### src/rtl/ysyx_l1i_pkg.sv
// Shared types and geometry helpers for the direct-mapped L1 instruction cache.
package ysyx_l1i_pkg;

  // Refill controller states.
  typedef enum logic [1:0] {
    S_IDLE = 2'd0,
    S_AR   = 2'd1,
    S_R    = 2'd2
  } state_e;

  // Ceiling log2 for elaboration-time constants (arguments are small positive ints).
  function automatic int clog2_int(input int v);
    int r;
    r = 0;
    for (int i = 0; i < 31; i++) begin
      if ((1 << i) < v) r = i + 1;
    end
    return r;
  endfunction

  // Width of the word-within-line offset field.
  function automatic int off_w(input int line_words);
    return clog2_int(line_words);
  endfunction

  // Width of the set index field.
  function automatic int idx_w(input int sets);
    return clog2_int(sets);
  endfunction

  // Width of the tag: everything above index, offset and the byte bits.
  function automatic int tag_w(input int xlen, input int sets, input int line_words);
    return xlen - idx_w(sets) - off_w(line_words) - 2;
  endfunction

endpackage

### src/rtl/ysyx_l1i_array.sv
// Data and tag storage for the L1I. Combinational read port for zero-latency
// hits, clocked write port driven by the refill engine. Kept separate so the
// storage can later be swapped for an SRAM macro without touching the FSM.
module ysyx_l1i_array
  import ysyx_l1i_pkg::*;
#(
  parameter int   XLEN       = 32,
  parameter int   SETS       = 4,
  parameter int   LINE_WORDS = 2,
  localparam int  OFF        = off_w(LINE_WORDS),
  localparam int  IDX        = idx_w(SETS),
  localparam int  TAG_W      = tag_w(XLEN, SETS, LINE_WORDS)
) (
  input  logic             clk,
  // write port (refill)
  input  logic             wr_en,
  input  logic [IDX-1:0]   wr_idx,
  input  logic [OFF-1:0]   wr_off,
  input  logic [XLEN-1:0]  wr_data,
  input  logic             tag_wr_en,
  input  logic [TAG_W-1:0] wr_tag,
  // read port (fetch lookup)
  input  logic [IDX-1:0]   rd_idx,
  input  logic [OFF-1:0]   rd_off,
  output logic [XLEN-1:0]  rd_data,
  output logic [TAG_W-1:0] rd_tag
);

  // Per-row read results, gathered so the lookup is a single index mux.
  logic [XLEN-1:0]  row_word [SETS];
  logic [TAG_W-1:0] row_tag  [SETS];

  genvar gi;
  generate
    for (gi = 0; gi < SETS; gi++) begin : g_row
      logic [XLEN-1:0]  word_q [LINE_WORDS];
      logic [TAG_W-1:0] tag_q;
      logic             row_sel;

      assign row_sel = (wr_idx == IDX'(gi));

      // Capture refill beats into this row; the tag lands with the last beat.
      always_ff @(posedge clk) begin
        if (wr_en && row_sel) begin
          word_q[wr_off] <= wr_data;
        end
        if (tag_wr_en && row_sel) begin
          tag_q <= wr_tag;
        end
      end

      assign row_word[gi] = word_q[rd_off];
      assign row_tag[gi]  = tag_q;
    end
  endgenerate

  assign rd_data = row_word[rd_idx];
  assign rd_tag  = row_tag[rd_idx];

endmodule

### src/rtl/ysyx_l1i.sv
// Direct-mapped L1 instruction cache. Serves the IFU with zero-latency hits and
// refills a whole line on a miss, either as one incrementing burst or as one
// single-beat read per word depending on the line address. A FENCE.I arriving
// mid-refill is remembered and applied when the refill completes.
module ysyx_l1i
  import ysyx_l1i_pkg::*;
#(
  parameter int              XLEN       = 32,
  parameter int              SETS       = 4,
  parameter int              LINE_WORDS = 2,
  parameter bit              BURST_EN   = 1'b1,
  parameter logic [XLEN-1:0] BURST_LO   = 'ha0000000,
  parameter logic [XLEN-1:0] BURST_HI   = 'hc0000000
) (
  input  logic            clk,
  input  logic            rst,
  // IFU fetch port
  input  logic [XLEN-1:0] fetch_pc,
  input  logic            fetch_valid,
  output logic [XLEN-1:0] inst_o,
  output logic            hit_o,
  output logic            ready_o,
  input  logic            invalidate,
  // instruction bus
  output logic [XLEN-1:0] araddr_o,
  output logic            arvalid_o,
  output logic            arburst_o,
  output logic [7:0]      arlen_o,
  input  logic            arready,
  input  logic [XLEN-1:0] rdata,
  input  logic            rvalid,
  output logic            required_o
);

  localparam int OFF     = off_w(LINE_WORDS);
  localparam int IDX     = idx_w(SETS);
  localparam int TAG_W   = tag_w(XLEN, SETS, LINE_WORDS);
  localparam int LSB_IDX = OFF + 2;
  localparam int LSB_TAG = IDX + OFF + 2;

  localparam logic [OFF-1:0] LAST_BEAT = OFF'(LINE_WORDS - 1);
  localparam logic [7:0]     BURST_LEN = 8'(LINE_WORDS - 1);

  // Controller state.
  state_e            state_q, state_d;
  logic [OFF-1:0]    beat_q, beat_d;
  logic [XLEN-1:0]   base_q, base_d;
  logic              burst_q, burst_d;
  logic              pend_inv_q, pend_inv_d;
  logic [SETS-1:0]   valid_q, valid_d;

  // Fetch address split.
  logic [OFF-1:0]    pc_off;
  logic [IDX-1:0]    pc_idx;
  logic [TAG_W-1:0]  pc_tag;
  logic [XLEN-1:0]   miss_base;
  logic              burst_sel;

  // Refill line split.
  logic [IDX-1:0]    base_idx;
  logic [TAG_W-1:0]  base_tag;
  logic [XLEN-1:0]   beat_addr;

  // Storage interface.
  logic              arr_wr_en;
  logic              arr_tag_we;
  logic [XLEN-1:0]   rd_data;
  logic [TAG_W-1:0]  rd_tag;

  logic              idle;
  logic              hit;

  // The byte-within-word bits never select anything in an instruction cache.
  logic              unused_pc_lsb;
  assign unused_pc_lsb = ^fetch_pc[1:0];

  assign pc_off    = fetch_pc[LSB_IDX-1:2];
  assign pc_idx    = fetch_pc[LSB_TAG-1:LSB_IDX];
  assign pc_tag    = fetch_pc[XLEN-1:LSB_TAG];
  assign miss_base = {fetch_pc[XLEN-1:LSB_IDX], {LSB_IDX{1'b0}}};

  // Burst eligibility is decided on the line base, not the faulting word.
  assign burst_sel = BURST_EN && (miss_base >= BURST_LO) && (miss_base <= BURST_HI);

  assign base_idx  = base_q[LSB_TAG-1:LSB_IDX];
  assign base_tag  = base_q[XLEN-1:LSB_TAG];
  assign beat_addr = base_q + {{(XLEN-OFF-2){1'b0}}, beat_q, 2'b00};

  ysyx_l1i_array #(
    .XLEN       (XLEN),
    .SETS       (SETS),
    .LINE_WORDS (LINE_WORDS)
  ) u_array (
    .clk       (clk),
    .wr_en     (arr_wr_en),
    .wr_idx    (base_idx),
    .wr_off    (beat_q),
    .wr_data   (rdata),
    .tag_wr_en (arr_tag_we),
    .wr_tag    (base_tag),
    .rd_idx    (pc_idx),
    .rd_off    (pc_off),
    .rd_data   (rd_data),
    .rd_tag    (rd_tag)
  );

  assign idle = (state_q == S_IDLE);

  // A same-cycle invalidate already masks the hit so the IFU never consumes a
  // word that is about to be flushed.
  assign hit = idle && valid_q[pc_idx] && (rd_tag == pc_tag) && !invalidate;

  assign hit_o      = hit;
  assign inst_o     = rd_data;
  assign ready_o    = idle;
  assign required_o = !idle;
  assign arvalid_o  = (state_q == S_AR);
  assign arburst_o  = arvalid_o && burst_q;
  assign arlen_o    = (arvalid_o && burst_q) ? BURST_LEN : 8'd0;
  assign araddr_o   = arvalid_o ? beat_addr : '0;

  // Next-state logic: miss detection, request handshake and beat collection.
  always_comb begin
    state_d    = state_q;
    beat_d     = beat_q;
    base_d     = base_q;
    burst_d    = burst_q;
    pend_inv_d = pend_inv_q;
    valid_d    = valid_q;
    arr_wr_en  = 1'b0;
    arr_tag_we = 1'b0;

    unique case (state_q)
      S_IDLE: begin
        if (invalidate) begin
          valid_d = '0;
        end
        if (fetch_valid && !hit) begin
          base_d  = miss_base;
          beat_d  = '0;
          burst_d = burst_sel;
          state_d = S_AR;
        end
      end

      S_AR: begin
        if (invalidate) begin
          pend_inv_d = 1'b1;
        end
        if (arready) begin
          state_d = S_R;
        end
      end

      S_R: begin
        if (invalidate) begin
          pend_inv_d = 1'b1;
        end
        if (rvalid) begin
          arr_wr_en = 1'b1;
          beat_d    = beat_q + OFF'(1);
          if (beat_q == LAST_BEAT) begin
            // Line complete: publish it unless a FENCE.I arrived meanwhile,
            // in which case every line, this one included, goes invalid.
            arr_tag_we = 1'b1;
            state_d    = S_IDLE;
            pend_inv_d = 1'b0;
            if (pend_inv_q || invalidate) begin
              valid_d = '0;
            end else begin
              valid_d[base_idx] = 1'b1;
            end
          end else if (burst_q) begin
            state_d = S_R;
          end else begin
            state_d = S_AR;
          end
        end
      end

      default: begin
        state_d = S_IDLE;
      end
    endcase
  end

  // State registers; the data/tag arrays deliberately carry no reset.
  always_ff @(posedge clk or negedge rst) begin
    if (!rst) begin
      state_q    <= S_IDLE;
      beat_q     <= '0;
      base_q     <= '0;
      burst_q    <= 1'b0;
      pend_inv_q <= 1'b0;
      valid_q    <= '0;
    end else begin
      state_q    <= state_d;
      beat_q     <= beat_d;
      base_q     <= base_d;
      burst_q    <= burst_d;
      pend_inv_q <= pend_inv_d;
      valid_q    <= valid_d;
    end
  end

endmodule

### config.mk
export PLATFORM = sky130hd
export DESIGN_NAME = ysyx_l1i
export DESIGN_NICKNAME = d
export VERILOG_FILES = /design/src/rtl/ysyx_l1i_pkg.sv /design/src/rtl/ysyx_l1i_array.sv /design/src/rtl/ysyx_l1i.sv
export SDC_FILE = /design/constraint.sdc
export NUM_CORES = 1
export LEC_CHECK = 0
export ABC_AREA = 0
export BUFFER_PORTS_ARGS = -buffer_cell sky130_fd_sc_hd__clkbuf_2
export CAP_MARGIN = 5
export CORE_MARGIN = 3
export CORE_UTILIZATION = 55
export CTS_CLUSTER_DIAMETER = 150
export CTS_CLUSTER_SIZE = 14
export DETAILED_ROUTE_END_ITERATION = 7
export HOLD_SLACK_MARGIN = 0.05
export PLACE_DENSITY = 0.73
export SYNTH_ARGS = -nofsm -noshare
export SYNTH_HDL_FRONTEND = slang
export SYNTH_SLANG_ARGS = --single-unit
### constraint.sdc
create_clock -name clk -period 7.3 [get_ports clk]
set_input_delay 0.73 -clock clk [delete_from_list [all_inputs] [get_ports clk]]
set_output_delay 0.73 -clock clk [all_outputs]
set_load 0.1 [all_outputs]
### Yosys cells after proc, flatten, opt, wreduce, memory -nomap -nowiden

Memory sizes are Yosys's and may differ from the RTL's.
Index checks and enable logic that the tools add are counted.

* flip-flop bits (word level): 146
* memory bits (writable): 256
* input bits: 70
* memories: 4

* add/sub/neg operators: 2
* order comparisons: 6
* equal/unequal tests: 11
* muxes and demuxes: 43
* bitwise operators: 2
* reductions and logical operators: 27

Memories
* u_array.g_row[0].word_q: depth 2, width 32, read ports 1, clocked after Yosys merged registers in 0, wr ports 1, line ysyx_l1i_array.sv:36 `logic [XLEN-1:0] word_q [LINE_WORDS];`
* u_array.g_row[1].word_q: depth 2, width 32, read ports 1, clocked after Yosys merged registers in 0, wr ports 1, line ysyx_l1i_array.sv:36
* u_array.g_row[2].word_q: depth 2, width 32, read ports 1, clocked after Yosys merged registers in 0, wr ports 1, line ysyx_l1i_array.sv:36
* u_array.g_row[3].word_q: depth 2, width 32, read ports 1, clocked after Yosys merged registers in 0, wr ports 1, line ysyx_l1i_array.sv:36

Operator list (number)
* two-way mux 32 bit: 3
* binary-select mux 32 bit (select 2 bit): 1
* binary-select mux 27 bit (select 2 bit): 1
* two-way mux 27 bit: 2
* adder 32 x 3 -> 32 bit: 1
* greater-or-equal comparator 32 bit (second input constant): 1
* <= comparator 32 bit (second input constant): 1
* == test 27 bit: 1
* two-way mux 1 bit: 21
* two-way mux 4 bit: 4
* logical AND 1 bit: 15
* two-way mux 2 bit: 5
* case mux 4 bit (2 select lines): 1
* == test 2 bit (second input constant): 3
* less-than comparator 2 x 3 -> 1 bit (second input constant): 2
* != test 2 bit (second input constant): 3
* case mux 2 bit (3 select lines): 1
* AND reduction 3 bit: 2
* == test 2 x 1 -> 1 bit (second input constant): 2
* zero test 2 bit: 2
* != test 2 x 1 -> 1 bit (second input constant): 2
* OR 4 bit: 1
* case mux 1 bit (2 select lines): 2
* AND reduction 4 bit: 1
* 10 further kinds: 13

### Logic depth before layout (Yosys ltp)

* word-level depth: 11
* depth in mapped cells: 11

### Modules after synthesis

Synthesis repeated with hierarchy kept, for this count alone.

* cells, all modules: 746
* area, all modules: 16106.7 um^2

By module, submodules not included
* ysyx_l1i_array: instances 1, cells an instance 530, area each 13799.5 um^2, sequential area each 10930.5 um^2
* ysyx_l1i: instances 1, cells an instance 216, area each 2307.2 um^2, sequential area each 950.9 um^2

### Worst setup path after synthesis

OpenSTA, ideal clock, no wires.

* kind: register -> output
* start: reg state_q[0]
* end: out hit_o
* arrival: 3734 ps
* slack: 2836 ps
* cell stages (with the launch flop): 8
* path buffers: 0
* path through: dfrtp_1 -> inv_1 -> ha_1 -> inv_2 -> nor2_1 -> o221ai_1 -> a2111oi_2 -> and4_1

* longest elaborated chain between the ends: 4

RTL lines
* start, declared: line ysyx_l1i.sv:45 `state_e state_q, state_d;`
* start signal, assigned: line ysyx_l1i.sv:197 `state_q <= state_d;`
* zero test 2 bit: line ysyx_l1i.sv:107 `assign idle = (state_q == S_IDLE);`
* named net ready_o: line ysyx_l1i.sv:22 `output logic ready_o,`
* logical AND 1 bit (3 in series): line ysyx_l1i.sv:111 `assign hit = idle && valid_q[pc_idx] && (rd_tag == pc_tag) && !invalidate;`
* end, declared: line ysyx_l1i.sv:21 `output logic hit_o,`

The timed path passes the listed nets, and every way through them passes these cells.

### Worst setup path after layout

* start: in fetch_pc[4]
* end: out hit_o

* longest elaborated chain between the ends: 7

RTL lines
* start, declared: line ysyx_l1i.sv:18 `input logic [XLEN-1:0] fetch_pc,`
* NOT 2 -> 3 bit (implied by the code): line ysyx_l1i_array.sv:58 `assign rd_tag = row_tag[rd_idx];`
* binary-select mux 27 bit (select 2 bit): line ysyx_l1i_array.sv:58
* two-way mux 27 bit (implied by the code) (2 in series): line ysyx_l1i_array.sv:58
* == test 27 bit: line ysyx_l1i.sv:111
* logical AND 1 bit * (2 in series): line ysyx_l1i.sv:111

Every way passes the cells marked *; elsewhere a longest branch is shown, timed or not. The select of a mux whose other input is x is not followed.

==> qor.yml <==
start_kind: "input pin"
setup_viol: 0
grt_usage: 0.208
status: "completed"
overflow: 0
wire_per_inst_um: 23.6
finalCritPeriodShare: 0.643
hold_class: "in2async"
io_buffer_count: 135
grt_pass1_wl_um: 49000
place_inst: 1294
globalplace.congestion: 0.825
p_sw_frac: 0.327
crit_type: "in2out"
startpoint: "fetch_pc[4]"
clkTransAtPathRegs_ps: 70
clock_tree.buffer_depth: 3
ys.flop_type: "edfxtp_1"
reg2reg_from: "state_q[0]$_DFFE_PN0P_"
max_slew_margin: 0.361
area_growth_pct: 13.0
final_cell_area_um2: 18300
avgSynthCellArea_um2: 20.3
cp.arrival_ps: 3960
met3_length_um: 2080
p_sw_mw: 1.96
p_leak_nw: 6.31
synth_cells: 795
ys.warnings.count: 0
cp-end-kind: "output port"
intPower_mw: 4.03
syn-cell-area_um2: 16200
cp_max_fo: 30
p_comb_frac: 0.230
ctsResizeCount: 0
drt_iter0_drc: 503
instances_no_fill: 1350
fin_ws_ps: 2610
die_x_um: 177
die_area_um2: 31500
fill_cells: 2033
rsz0062_at_grt: "false"
place_area_um2: 17300
cts_buffers: 34
dp_hpwl_um: 18500
via_per_inst: 5.90
clock_latency_ps: 520
post-cts-setup-buffer-count: 0
tns_ps: 0
initial_core_util: 0.560
final_max_slew_viol_count: 0
pre_cts_slack_ps: 2560
num_io_pins: 147
required_ps: 6570
cap_viol_max_count: 0
wl_met1_um: 13100
seq_area_frac_synth: 0.735
core_area_um2: 28900
vdd_ir_drop_max_v: 0.000252
clockPowerShare: 0.282
totalWireLength_um: 31800
clockRootBuffer: "clkbuf_16"
antenna_found_initial: 3
fin_crit_ps: 4690
rows: 62
holdBufCountCts: 0
drc_errors: 0
finalHoldViolCount: 0
cts.sink_count: 402
grt_pass1_vias: 8342
synth_seq_cells: 402
sequentialPowerShare: 0.488
postRouteAntennaNets: 0
vias: 7971
synth_cell_types: 60
wl_met2_um: 15900
seqCellArea_um2: 11900
dr.pass1.iters: 4
synth_edf_count: 364
grt_max_degree: 56
die_y_um: 177
power.total_mw: 5.99
drive_gt1_frac: 0.360
worst_slew_pin_slew_ps: 958
cts_tree: "yes"
htreeDepth: 2
multi_input_area_um2: 4050
top_layer: "met5"
synthArstFlopShare: 0.0945
power_density_nw_per_um2: 328
nNetsFinal: 1020
clock_skew_ps: 21.2
timing.fmax_mhz: 213
## kinds of logic after synthesis
logic type	count (synthesis)	synth area share
buffers and inverters	60	0.0213
and+or+nand+nor	91	0.0308
AOI/OAI and AO/OA	49	0.0241
other	1	0.000232
muxes	163	0.172
DFF	402	0.735
adders and majority gates	4	0.00309
xor gates and xnor gates	25	0.0135
## cells in the mapped netlist, types with 4 or more instances
cell type	instances	area, um2
mux4_2	80	1800
dfrtp_1	38	951
mux2i_1	19	190
buf_4	11	82.6
and2_1	29	181
o2111ai_1	6	52.6
clkbuf_1	14	52.6
inv_1	11	41.3
a31oi_1	4	25.0
nor4_1	7	43.8
buf_1	10	37.5
buf_6	4	45.0
xor2_1	8	70.1
xnor2_1	17	149
nor2_1	21	78.8
mux2_2	35	394
nand4_1	4	25.0
ha_1	4	50.1
edfxtp_1	364	10900
mux2_1	9	101
o21ai_1	9	45.0
a21oi_1	4	20.0
nand2b_1	4	25.0
nand2_1	12	45.0
mux2_4	20	300
## per-layer routing
| layer | vias up | track usage |
|---|---|---|
| met4 | 4 | 0.0533 |
| met2 | 247 | 0.342 |
| met1 | 4156 | 0.286 |
| met5 | - | 0 |
| met3 | 60 | 0.0458 |
| li1 | 3504 | - |
## registers in the layout, indices dropped and copies added (netlist names)
name,flops
state_q,2
base_q,29
pend_inv_q,1
burst_q,1
beat_q,1
u_array.g_row.word_q,256
u_array.g_row.tag_q,108
valid_q,4
## path summary, 6_finish.rpt
check	to	slack, ps	cells after the start
worst min register to register	valid_q[1]$_DFFE_PN0P_	500	2
max in group asynchronous	base_q[23]$_DFFE_PN0P_	6610	2
worst max register to register	base_q[27]$_DFFE_PN0P_	3760	9
min in group clk	u_array.g_row[2].word_q[1][11]$_DFFE_PP_	480	1
worst max-delay path	hit_o	2610	8
worst min-delay path	base_q[7]$_DFFE_PN0P_	300	2
## critical path, stage by stage
cell       delay (ps)
clkbuf_2          530
buf_4             450
inv_2             690
o2111ai_1         230
a21o_1            270
a211oi_2          300
and4_1            270
clkbuf_2          470
## per-stage QoR
| step | util | hold WS [ps] |
|---|---|---|
| floorplan | - | 434 |
| global placement | 0.599 | 495 |
| detailed placement | 0.599 | 487 |
| CTS | 0.633 | 295 |
| global route | 0.633 | 321 |
| finish | 0.633 | 297 |
## power by group through the flow
stage / Combinational, mW / Sequential, mW / Clock, mW
after global placement: 1.37 / 2.96 / 0
after CTS: 1.39 / 2.93 / 1.73
after global routing: 1.44 / 2.96 / 1.83
final: 1.38 / 2.93 / 1.69
after detailed placement: 1.38 / 2.98 / 0
after floorplan: 1.16 / 2.90 / 0
## layout make-up
type | count | area share
sequential | 402 | 0.650
multi-input combinational | 341 | 0.221
clock buffer | 52 | 0.0514
timing repair buffer | 152 | 0.0442
tap | 384 | 0.0263
clock inverter | 3 | 0.00342
inverter | 15 | 0.00308
antenna | 1 | 0.000137
## layout by cell type, fill, tap and decap left out, drive strengths merged, types with 2 or more instances in the layout
master	instances
a211oi	2
a21oi	4
a22oi	2
a31oi	4
a41oi	2
and2	29
and3	2
buf	19
clkbuf	185
clkinv	3
conb	9
dfrtp	38
edfxtp	364
ha	4
inv	14
mux2	64
mux2i	19
mux4	80
nand2	13
nand2b	4
nand3	3
nand4	4
nor2	21
nor3	3
nor4	8
o2111ai	6
o211ai	3
o21ai	9
o22ai	3
o32ai	2
xnor2	17
xor2	8
Note: power is estimated with default switching activity, not from simulation.
